===== config.mk =====
export PLATFORM = sky130hd
export DESIGN_NAME = uart_tx_buffered
export DESIGN_NICKNAME = d
export VERILOG_FILES = /design/src/rtl/uart_tx_buffered.sv
export SDC_FILE = /design/constraint.sdc
export NUM_CORES = 1
export LEC_CHECK = 0
export ABC_CLOCK_PERIOD_IN_PS = 3400
export CORE_MARGIN = 4
export CORE_UTILIZATION = 40
export DETAILED_ROUTE_END_ITERATION = 6
export PLACE_DENSITY = 0.63
export RECOVER_POWER = 50
export SYNTH_ARGS = -nofsm -noshare
export SYNTH_HDL_FRONTEND = slang
export SYNTH_SLANG_ARGS = --single-unit

===== constraint.sdc =====
create_clock -name clk -period 3.4 [get_ports clk]
set_clock_uncertainty 0.2 [all_clocks]
set_input_delay 0.85 -clock clk [delete_from_list [all_inputs] [get_ports clk]]
set_output_delay 0.85 -clock clk [all_outputs]
set_load 0.05 [all_outputs]

===== src/rtl/uart_tx_buffered.sv =====
// Buffered UART transmitter: a FIFO of payload words feeding a start/data/parity/stop
// serializer with back-to-back frames and a registered, idle-high serial line.
module uart_tx_buffered #(
    parameter int DATA_WIDTH   = 8,
    parameter int FIFO_DEPTH   = 16,
    parameter int CLKS_PER_BIT = 16,
    parameter int PARITY_MODE  = 0,
    parameter int STOP_BITS    = 1
) (
    input  logic                          clk,
    input  logic                          areset,
    input  logic                          wr_en,
    input  logic [DATA_WIDTH-1:0]         wr_data,
    output logic                          full,
    output logic                          empty,
    output logic [$clog2(FIFO_DEPTH):0]   count,
    output logic                          overflow,
    output logic                          busy,
    output logic                          tx_serial
);
    // state    | meaning
    // S_IDLE   | line high, waiting for a buffered word
    // S_START  | start bit (low)
    // S_DATA   | payload bits, LSB first
    // S_PARITY | parity bit (only when PARITY_MODE != 0)
    // S_STOP   | STOP_BITS high bits; may chain straight into the next frame
    localparam int AW = $clog2(FIFO_DEPTH);
    localparam int CW = AW + 1;
    localparam int BW = $clog2(CLKS_PER_BIT);
    localparam int NW = $clog2(DATA_WIDTH + 1);
    localparam logic [BW-1:0] BAUD_RELOAD = BW'(CLKS_PER_BIT - 1);

    typedef enum logic [2:0] {S_IDLE, S_START, S_DATA, S_PARITY, S_STOP} state_t;

    logic [DATA_WIDTH-1:0] mem_q [FIFO_DEPTH];
    logic [AW-1:0]         wr_ptr_q, wr_ptr_d, rd_ptr_q, rd_ptr_d;
    logic [CW-1:0]         count_q, count_d;
    logic                  full_q, full_d, empty_q, empty_d, overflow_q, overflow_d;

    state_t                state_q, state_d;
    logic [BW-1:0]         baud_q, baud_d;
    logic [NW-1:0]         nbit_q, nbit_d;
    logic [DATA_WIDTH-1:0] shift_q, shift_d, head;
    logic                  parity_q, parity_d, tx_q, tx_d;
    logic                  pop, wr_accept, bit_end;

    assign head      = mem_q[rd_ptr_q];
    assign wr_accept = wr_en && !full_q;
    assign bit_end   = (baud_q == '0);

    always_comb begin
        wr_ptr_d   = wr_accept ? wr_ptr_q + AW'(1) : wr_ptr_q;
        rd_ptr_d   = pop ? rd_ptr_q + AW'(1) : rd_ptr_q;
        count_d    = count_q;
        case ({wr_accept, pop})
            2'b10:   count_d = count_q + CW'(1);
            2'b01:   count_d = count_q - CW'(1);
            default: count_d = count_q;
        endcase
        full_d     = (count_d == CW'(FIFO_DEPTH));
        empty_d    = (count_d == '0);
        overflow_d = wr_en && full_q;
    end

    always_ff @(posedge clk or posedge areset) begin
        if (areset) begin
            wr_ptr_q   <= '0;
            rd_ptr_q   <= '0;
            count_q    <= '0;
            full_q     <= 1'b0;
            empty_q    <= 1'b1;
            overflow_q <= 1'b0;
            state_q    <= S_IDLE;
            baud_q     <= '0;
            nbit_q     <= '0;
            shift_q    <= '0;
            parity_q   <= 1'b0;
            tx_q       <= 1'b1;
        end else begin
            wr_ptr_q   <= wr_ptr_d;
            rd_ptr_q   <= rd_ptr_d;
            count_q    <= count_d;
            full_q     <= full_d;
            empty_q    <= empty_d;
            overflow_q <= overflow_d;
            state_q    <= state_d;
            baud_q     <= baud_d;
            nbit_q     <= nbit_d;
            shift_q    <= shift_d;
            parity_q   <= parity_d;
            tx_q       <= tx_d;
        end
    end

    // Storage needs no reset: the pointers and count define what is valid.
    always_ff @(posedge clk) begin
        if (wr_accept) mem_q[wr_ptr_q] <= wr_data;
    end

    always_comb begin
        state_d  = state_q;
        baud_d   = baud_q;
        nbit_d   = nbit_q;
        shift_d  = shift_q;
        parity_d = parity_q;
        pop      = 1'b0;
        case (state_q)
            S_IDLE: begin
                if (!empty_q) begin
                    pop     = 1'b1;
                    state_d = S_START;
                    baud_d  = BAUD_RELOAD;
                end
            end
            S_START: begin
                if (bit_end) begin
                    state_d = S_DATA;
                    baud_d  = BAUD_RELOAD;
                    nbit_d  = NW'(DATA_WIDTH - 1);
                end else baud_d = baud_q - BW'(1);
            end
            S_DATA: begin
                if (bit_end) begin
                    baud_d  = BAUD_RELOAD;
                    shift_d = shift_q >> 1;
                    if (nbit_q == '0) begin
                        if (PARITY_MODE != 0) state_d = S_PARITY;
                        else begin
                            state_d = S_STOP;
                            nbit_d  = NW'(STOP_BITS - 1);
                        end
                    end else nbit_d = nbit_q - NW'(1);
                end else baud_d = baud_q - BW'(1);
            end
            S_PARITY: begin
                if (bit_end) begin
                    state_d = S_STOP;
                    baud_d  = BAUD_RELOAD;
                    nbit_d  = NW'(STOP_BITS - 1);
                end else baud_d = baud_q - BW'(1);
            end
            S_STOP: begin
                if (!bit_end) baud_d = baud_q - BW'(1);
                else if (nbit_q != '0) begin
                    nbit_d = nbit_q - NW'(1);
                    baud_d = BAUD_RELOAD;
                end else if (!empty_q) begin
                    pop     = 1'b1;
                    state_d = S_START;
                    baud_d  = BAUD_RELOAD;
                end else begin
                    state_d = S_IDLE;
                    baud_d  = '0;
                end
            end
            default: state_d = S_IDLE;
        endcase
        if (pop) begin
            shift_d  = head;
            parity_d = (^head) ^ (PARITY_MODE == 2);
        end
    end

    // The line is registered, so it is driven from the next-state view of the frame.
    always_comb begin
        tx_d = 1'b1;
        case (state_d)
            S_START:  tx_d = 1'b0;
            S_DATA:   tx_d = shift_d[0];
            S_PARITY: tx_d = parity_d;
            default:  tx_d = 1'b1;
        endcase
    end

    assign busy      = (state_q != S_IDLE);
    assign tx_serial = tx_q;
    assign full      = full_q;
    assign empty     = empty_q;
    assign count     = count_q;
    assign overflow  = overflow_q;
endmodule


==> flow_summary.json, run 1 <==
{
  "pwr-share-seq": 0.392,
  "std_cell_rows": 48,
  "p_sw_frac": 0.340,
  "synth-edff-count": 128,
  "clock-root-buffer": "clkbuf_16",
  "ys_seq_area_frac": 0.684,
  "grt_pass1_vias": 3932,
  "worstSetupStartpointType": "flop",
  "dp_hpwl_mm": 8.90,
  "crit_chain": "inv_1 -> ha_4 -> or3b_4 -> o21ai_4 -> nand3_1 -> xnor2_1 -> ha_2 -> and2b_2 -> and3_2 -> nand2_1 -> a221oi_2 -> xor2_1 -> nor3b_2",
  "worstPathMaxFanout": 5,
  "die_y_um": 140,
  "internal-power_mw": 4.73,
  "syn_avg_cell_area_sq_um": 15.9,
  "crit_type": "flop to flop",
  "syn_inst": 438,
  "num_vias": 3894,
  "ys_top_cells_by_count": "edfxtp_1 (128), dfrtp_1 (35), nor2_1 (35), nand2_1 (33), mux4_2 (32)",
  "numClockSinks": 165,
  "tightestPinTransition_ps": 915,
  "syn-cell-area_sq_um": 6980,
  "hold_path.class": "flop to flop",
  "wl_per_cell_um": 18.7,
  "slew_violations": 0,
  "first_iter_violations": 360,
  "viasPerCell": 5.36,
  "io_buffers": 20,
  "max_freq_ghz": 0.307,
  "ir_drop_mv": 0.572,
  "finish.net_count": 511,
  "hold_viol": 0,
  "fillCellCount": 1509,
  "powerDensity_nw_per_um2": 877,
  "clock_latency_ps": 430,
  "ys_ff_latch": 165,
  "r2r_setup_slack_ps": 140,
  "relSlewSlack": 0.390,
  "dr.pass1.iters": 4,
  "cts.path.max_buffers": 2,
  "drcViolationCount": 0,
  "grt_max_degree": 38,
  "ys.flop_type": "edfxtp_1",
  "grt_pass1_wl_mm": 21.5,
  "drive_gt1_frac": 0.213,
  "register_area_sq_um": 4770,
  "syn_to_final_growth_pct": 17.2,
  "finalCritPeriodShare": 0.957,
  "multiInputGateArea_sq_um": 2070,
  "cts_tree": "built",
  "p_leak_nw": 2.90,
  "p_clk_frac": 0.258,
  "grt_overflow_total": 0,
  "path_clk_slew_ps": 70,
  "max_cap_viol_count": 0,
  "wirelength_mm": 13.6,
  "arrival_ps": 3390,
  "setup_violations": 0,
  "ant_nets": 0,
  "fin_crit_ps": 3260,
  "grtUsageTotal": 0.143,
  "fin_util": 0.476,
  "antenna_found_initial": 0,
  "p_sw_mw": 2.44,
  "dieArea_sq_um": 19600,
  "setup_tns_ps": 0,
  "synth.top_cell.area_share": 0.551,
  "slowest_delay_ps": 400,
  "htree_levels": 4,
  "yosysTopAreaCell": "edfxtp_1",
  "start_util": 0.406,
  "cts_made_buffers": 17,
  "post-synth-top-count-cell": "edfxtp_1",
  "pwr-share-comb": 0.350,
  "synth_nets": 459,
  "die_w_um": 140,
  "finalWeightedCongestion": 0.795,
  "ys_types": 49,
  "pin_count": 21,
  "crit_slowest_cell": "or3b_4",
  "synthTopCellsByArea": "edfxtp_1 (55%), dfrtp_1 (13%), mux4_2 (10%), xnor2_1 (2.5%), nor2_1 (1.9%)",
  "antenna-diode-count": 0,
  "status": "finished, final reports clean",
  "ys_warn_count": 0,
  "cp_data_required_time_ps": 3540,
  "worst_slack_ps": 145,
  "place_ws_ps": -169,
  "core_area_sq_um": 17200,
  "cts_hold_buf": 0,
  "worstSetupEndpointType": "flop",
  "ys_async_sr_fraction": 0.224
}
-- layout make-up --
class,instances,share of cell area
repair buffers,51,0.0537
inverters,12,0.00551
flip-flops and latches,165,0.584
well taps,225,0.0344
multi-input cells,243,0.253
clock buffers,18,0.0525
clock inverters,13,0.0168
-- stage by stage --
step / instance area (sq um) / std cells / hold WS (ps) / power [mW]
floorplan: 6980 / 438 / 242 / 4.66
global placement: 7580 / 694 / 269 / 5.27
detailed placement: 7580 / 694 / 282 / 5.34
CTS: 8150 / 725 / 307 / 7.21
global route: 8180 / 727 / 346 / 7.59
finish: 8180 / 727 / 299 / 7.17
-- layout by cell type (no fill, tap or decap), types with 3 or more instances in the layout --
cell type,synthesis,routed
nand3_1,3,3
clkdlybuf4s50_1,0,10
ha_1,10,8
dlygate4sd3_1,0,10
nand2_1,33,33
inv_8,0,3
a21o_1,4,4
a22oi_1,16,16
o32ai_1,3,3
nor2b_1,3,3
buf_4,3,28
nor3_1,5,5
inv_1,12,12
nand4_1,3,3
nand2b_1,6,6
mux4_2,32,32
o21ai_0,17,17
dfrtp_1,35,34
nor2_1,35,35
mux2i_1,7,7
nor3b_1,3,3
edfxtp_1,128,128
clkbuf_16,0,17
inv_6,0,6
a21oi_1,17,17
xnor2_1,20,20
-- metal layers --
metal / vias up / track usage / wire (um)
met3: 12 / 0.0318 / 501
met2: 71 / 0.234 / 6880
li1: 1782 / - / -
met5: - / 0 / 0
met1: 2029 / 0.196 / 6110
met4: 0 / 0.0403 / 139
-- critical path, delay by kind of cell (launching register included) --
kind | cells | cell delay, ps
AND/OR/NAND/NOR | 6 | 1140
AO/OA/AOI/OAI | 2 | 470
XOR/XNOR | 2 | 450
flip-flops | 1 | 390
adder cells (fa/ha/maj) | 2 | 380
buffers and inverters | 1 | 140
-- flip-flops by register name, indices dropped and copies added, names as in the netlist, 3 cells and up --
signal    flops
shift_q       8
wr_ptr_q      4
mem_q       128
rd_ptr_q      4
count         5
nbit_q        4
state_q       3
baud_q        4
-- power groups by stage --
stage	clock network (mW)	logic [mW]	registers (mW)
final	1.85	2.51	2.81
after global routing	1.98	2.76	2.85
after global placement	0	2.44	2.83
after CTS	1.89	2.51	2.81
after detailed placement	0	2.49	2.85
after floorplan	0	1.76	2.90
-- cells by family after synthesis --
kind of cell	count (synthesis)	share of synthesized area
compound gates	68	0.0640
xor+xnor	21	0.0264
fa+ha+maj	10	0.0179
buf+inv	30	0.0219
flops	165	0.684
mux	41	0.117
simple gates	103	0.0692
-- repair_timing --
| action | CTS | global route |
|---|---|---|
| setup endpoints to repair | 0 | 2 |
| buffers inserted | 0 | 2 |
| gates resized for setup | 0 | 5 |
-- path summary, 6_finish.rpt --
check                           cells past startpoint  startpoint           to
worst max-delay path                               13   baud_q[0]         full
worst min-delay path                                2    parity_q     parity_q
worst max register to register                     13   baud_q[0]         full
worst min register to register                      2    parity_q     parity_q
max in group asynchronous                           3      areset  rd_ptr_q[0]
min in group asynchronous                           3      areset    nbit_q[3]
No activity file was read; power rests on OpenSTA's default activity.
==> run 2: changes to the inputs <==
Settings changed: ABC_CLOCK_PERIOD_IN_PS 3400 to unset, PLACE_DENSITY 0.63 to 0.61.
Clock period 3.4 ns to 3.7 ns, I/O delays scaled along.
==> flow_summary.json, run 2 (same netlist as run 1, synthesis figures left out) <==
{
  "status": "finished, final reports clean",
  "final_cell_mix": "edfxtp_1 (128), nor2_1 (35), dfrtp_1 (34)",
  "setup_tns_ps": 0,
  "cts_setup_buffers": 0,
  "die_w_um": 140,
  "largest_reg_flops": 128,
  "setup_violations": 0,
  "clock_latency_ps": 430,
  "clock-root-buffer": "clkbuf_16",
  "io_buffers": 20,
  "numClockSinks": 165,
  "grt_pass1_vias": 3917,
  "viasPerCell": 5.33,
  "max_cap_viol_count": 0,
  "drcViolationCount": 0,
  "worstSetupEndpointType": "flop",
  "grt_pass1_wl_mm": 21.9,
  "p_leak_nw": 2.89,
  "cts.path.max_buffers": 2,
  "relSlewSlack": 0.355,
  "syn_to_final_growth_pct": 17.3,
  "tightestPinTransition_ps": 967,
  "powerDensity_nw_per_um2": 812,
  "critical-path-top-delay-family": "simple AND/OR/NAND/NOR gates",
  "final_common_cell": "edfxtp_1",
  "slowest_delay_ps": 470,
  "cts_made_buffers": 17,
  "fin_crit_ps": 3360,
  "grt_setup_unrepaired": "false",
  "cp_data_required_time_ps": 3850,
  "hold_viol": 0,
  "std_cell_rows": 48,
  "grt_overflow_total": 0,
  "wl_per_cell_um": 19.2,
  "dieArea_sq_um": 19600,
  "finalCritPeriodShare": 0.909,
  "crit_chain": "inv_1 -> ha_1 -> or3b_4 -> o21ai_4 -> nand3_1 -> xnor2_1 -> ha_1 -> and2b_2 -> and3_2 -> o21ai_0 -> a221oi_2 -> xor2_1 -> nor3b_2",
  "finish.net_count": 507,
  "ant_nets": 0,
  "max_freq_ghz": 0.297,
  "hold_path.class": "flop to flop",
  "instances_no_fill": 724,
  "first_iter_violations": 278,
  "cts_tree": "built",
  "cp.buffers_inverters": 1,
  "dr.pass1.iters": 5,
  "crit_slowest_cell": "or3b_4",
  "slew_violations": 0,
  "drive_gt1_frac": 0.204,
  "antenna_found_initial": 0,
  "crit_type": "flop to flop",
  "dp.cells": 692,
  "start_util": 0.406,
  "die_y_um": 140,
  "worstSetupStartpointType": "flop",
  "arrival_ps": 3510,
  "dp_hpwl_mm": 9.12,
  "path_clk_slew_ps": 70,
  "htree_levels": 4,
  "grt_max_degree": 26,
  "antenna-diode-count": 0,
  "grtUsageTotal": 0.148,
  "pin_count": 21,
  "cpMostUsedCell": "ha_1",
  "ir_drop_mv": 0.447,
  "top_register": "mem_q",
  "wirelength_mm": 13.9,
  "core_area_sq_um": 17200,
  "num_vias": 3857,
  "finalWeightedCongestion": 0.826,
  "worstPathMaxFanout": 9
}
[run 2: timing repair]
item	4_1_cts	5_1_grt
hold endpoints to repair	0	0
setup endpoints to repair	0	2
gates resized for setup	0	2
hold buffers	0	0
[run 2: power breakdown]
part	total (mW)	switching, mW	internal [mW]
Combinational	2.24	1.22	1.03
Clock	1.77	0.802	0.969
Sequential	2.63	0.291	2.34
Total	6.64	2.31	4.33
[run 2: layer usage]
layer | global-route usage | vias to the layer above | wire, um
met3 | 0.0358 | 18 | 630
met4 | 0.0433 | 0 | 201
li1 | - | 1778 | -
met2 | 0.237 | 82 | 6810
met5 | 0 | - | 0
met1 | 0.202 | 1979 | 6240
[run 2: path summary, 6_finish.rpt]
check	to	cells after the start	startpoint	slack, ps
worst max-delay path	full	13	baud_q[0]	340
worst min-delay path	parity_q	2	parity_q	310
worst max register to register	full	13	baud_q[0]	340
worst min register to register	parity_q	2	parity_q	310
max in group asynchronous	count[0]	3	areset	1480
min in group asynchronous	state_q[0]	2	areset	670
[run 2: area by class of cell]
| type | count | area [sq um] |
|---|---|---|
| Clock buffer | 17 | 425 |
| Multi-Input combinational cell | 243 | 2060 |
| Clock inverter | 15 | 184 |
| Sequential cell | 165 | 4770 |
| Inverter | 12 | 45.0 |
| Timing Repair Buffer | 47 | 417 |
| Fill cell | 1521 | 8990 |
| Tap cell | 225 | 282 |
[run 2: per-stage QoR]
step / setup WS (ps) / util / hold WS [ps] / area, sq um / power, mW
after floorplan: 479 / - / 242 / 6980 / 4.28
after global placement: 224 / 0.441 / 271 / 7580 / 4.87
after detailed placement: 93.8 / 0.441 / 293 / 7580 / 4.94
after CTS: 217 / 0.477 / 317 / 8190 / 6.72
after global routing: 3.41 / 0.476 / 353 / 8180 / 7.03
final: 335 / 0.476 / 308 / 8180 / 6.64
[run 2: worst register-to-register path: cells and delay by family (launching register included)]
kind	cells	cell delay (ps)
adder cells (fa/ha/maj)	2	440
flip-flops	1	420
AND/OR/NAND/NOR	5	1150
AO/OA/AOI/OAI	3	570
buffers and inverters	1	120
XOR/XNOR	2	410
==> run 3: changes to the inputs <==
Settings changed: CORE_ASPECT_RATIO set to 0.8.
==> flow_summary.json, run 3 (same netlist as run 1, synthesis figures left out) <==
{
  "status": "finished with violations",
  "violations": "capacitance limit, slew limit",
  "dieArea_sq_um": 19600,
  "finish.net_count": 505,
  "numClockSinks": 165,
  "htree_levels": 4,
  "start_util": 0.415,
  "grt_pass1_wl_mm": 22.0,
  "num_vias": 3758,
  "max_cap_viol_count": 1,
  "io_buffers": 20,
  "cts_setup_buffers": 0,
  "ant_nets": 0,
  "largest_reg_flops": 128,
  "grtUsageTotal": 0.150,
  "place_ws_ps": 105,
  "pin_count": 21,
  "antenna_found_initial": 0,
  "hold_path.class": "flop to flop",
  "wirelength_mm": 13.6,
  "crit_type": "flop to flop",
  "finalCritPeriodShare": 0.900,
  "cts.path.max_buffers": 2,
  "drcViolationCount": 0,
  "setup_violations": 0,
  "final_cell_mix": "edfxtp_1 (128), nor2_1 (35), dfrtp_1 (34)",
  "final_common_cell": "edfxtp_1",
  "top_register": "mem_q",
  "tightestPinTransition_ps": 2070,
  "setup_tns_ps": 0,
  "max_freq_ghz": 0.300,
  "cp_data_required_time_ps": 3860,
  "grt_setup_unrepaired": "false",
  "grt_overflow_total": 0,
  "core_area_sq_um": 16800,
  "fillCellCount": 1414,
  "drive_gt1_frac": 0.191,
  "dp_hpwl_mm": 9.07,
  "p_leak_nw": 2.90,
  "cts_resized": 0,
  "cts_tree": "built",
  "die_y_um": 126,
  "worstPathMaxFanout": 6,
  "finalWeightedCongestion": 0.849,
  "die_w_um": 156,
  "powerDensity_nw_per_um2": 813,
  "worstSetupStartpointType": "flop",
  "multiInputGateArea_sq_um": 2050,
  "antenna-diode-count": 0,
  "relSlewSlack": -0.382,
  "grt_pass1_vias": 3909,
  "path_clk_slew_ps": 60,
  "clock-root-buffer": "clkbuf_16",
  "dr.pass1.iters": 4,
  "grt_max_degree": 38,
  "std_cell_rows": 42,
  "clock_latency_ps": 430,
  "syn_to_final_growth_pct": 17.2,
  "ir_drop_mv": 0.422,
  "fin_crit_ps": 3330,
  "viasPerCell": 5.24,
  "worst_slack_ps": 371,
  "cts_made_buffers": 17,
  "first_iter_violations": 315,
  "wl_per_cell_um": 19.0,
  "register_area_sq_um": 4770,
  "slew_violations": 38,
  "cts_hold_buf": 0,
  "worstSetupEndpointType": "flop",
  "hold_viol": 0,
  "arrival_ps": 3490
}
## run 3: changes by cell type in the layout (fill, tap and decap cells not counted), sizes merged
cell           previous run  this run
dlygate4sd3              10         9
inv                      19        13
clkdlybuf4s50            10        11
buf                      24        22
clkinvlp                  2         0
clkbuf                   20        28
## run 3: final timing paths
path	startpoint	endpoint	slack, ps	cells past startpoint
min reg2reg	parity_q	parity_q	280	2
max reg2reg	nbit_q[0]	full	370	13
max	nbit_q[0]	full	370	13
min in group asynchronous	areset	baud_q[1]	1350	3
min	parity_q	parity_q	280	2
max in group asynchronous	areset	rd_ptr_q[0]	600	3
## run 3: cell type report
class / count / share of cell area
Clock buffer: 25 / 0.0687
Sequential cell: 165 / 0.584
Tap cell: 220 / 0.0337
Clock inverter: 7 / 0.00964
Inverter: 12 / 0.00551
Multi-Input combinational cell: 243 / 0.251
Timing Repair Buffer: 45 / 0.0476
## run 3: metrics by stage
stage | hold slack, ps | area (sq um) | cells | total power, mW | utilization
final | 277 | 8180 | 717 | 6.65 | 0.486
after global routing | 328 | 8180 | 717 | 7.06 | 0.486
after CTS | 281 | 8190 | 717 | 6.73 | 0.487
after detailed placement | 267 | 7550 | 685 | 4.88 | 0.449
after global placement | 263 | 7550 | 685 | 4.83 | 0.449
after floorplan | 242 | 6980 | 438 | 4.28 | -
## run 3: where the power goes
part / switching [mW] / leakage [nW] / internal (mW)
combinational: 1.24 / 0.991 / 1.01
clock: 0.703 / 0.314 / 1.13
sequential: 0.222 / 1.59 / 2.34
## run 3: per-layer routing
layer  track usage  wire (um)  vias to the layer above
met4        0.0499         90                        0
met2         0.224       6480                       85
met5             0          0                        -
met1         0.214       6290                     1895
met3        0.0415        769                        6
li1              -          -                     1772
## run 3: worst max-delay path: stages, from the launching register on
cell and delay [ps]:
dfrtp_1 390, inv_1 120, ha_1 170, or3b_2 520, o21ai_4 200, nand2_1 90
inv_1 170, ha_1 270, and2b_2 250, and3_2 210, o21ai_0 200, a221oi_2 100
xor2_1 200, nor3b_2 190
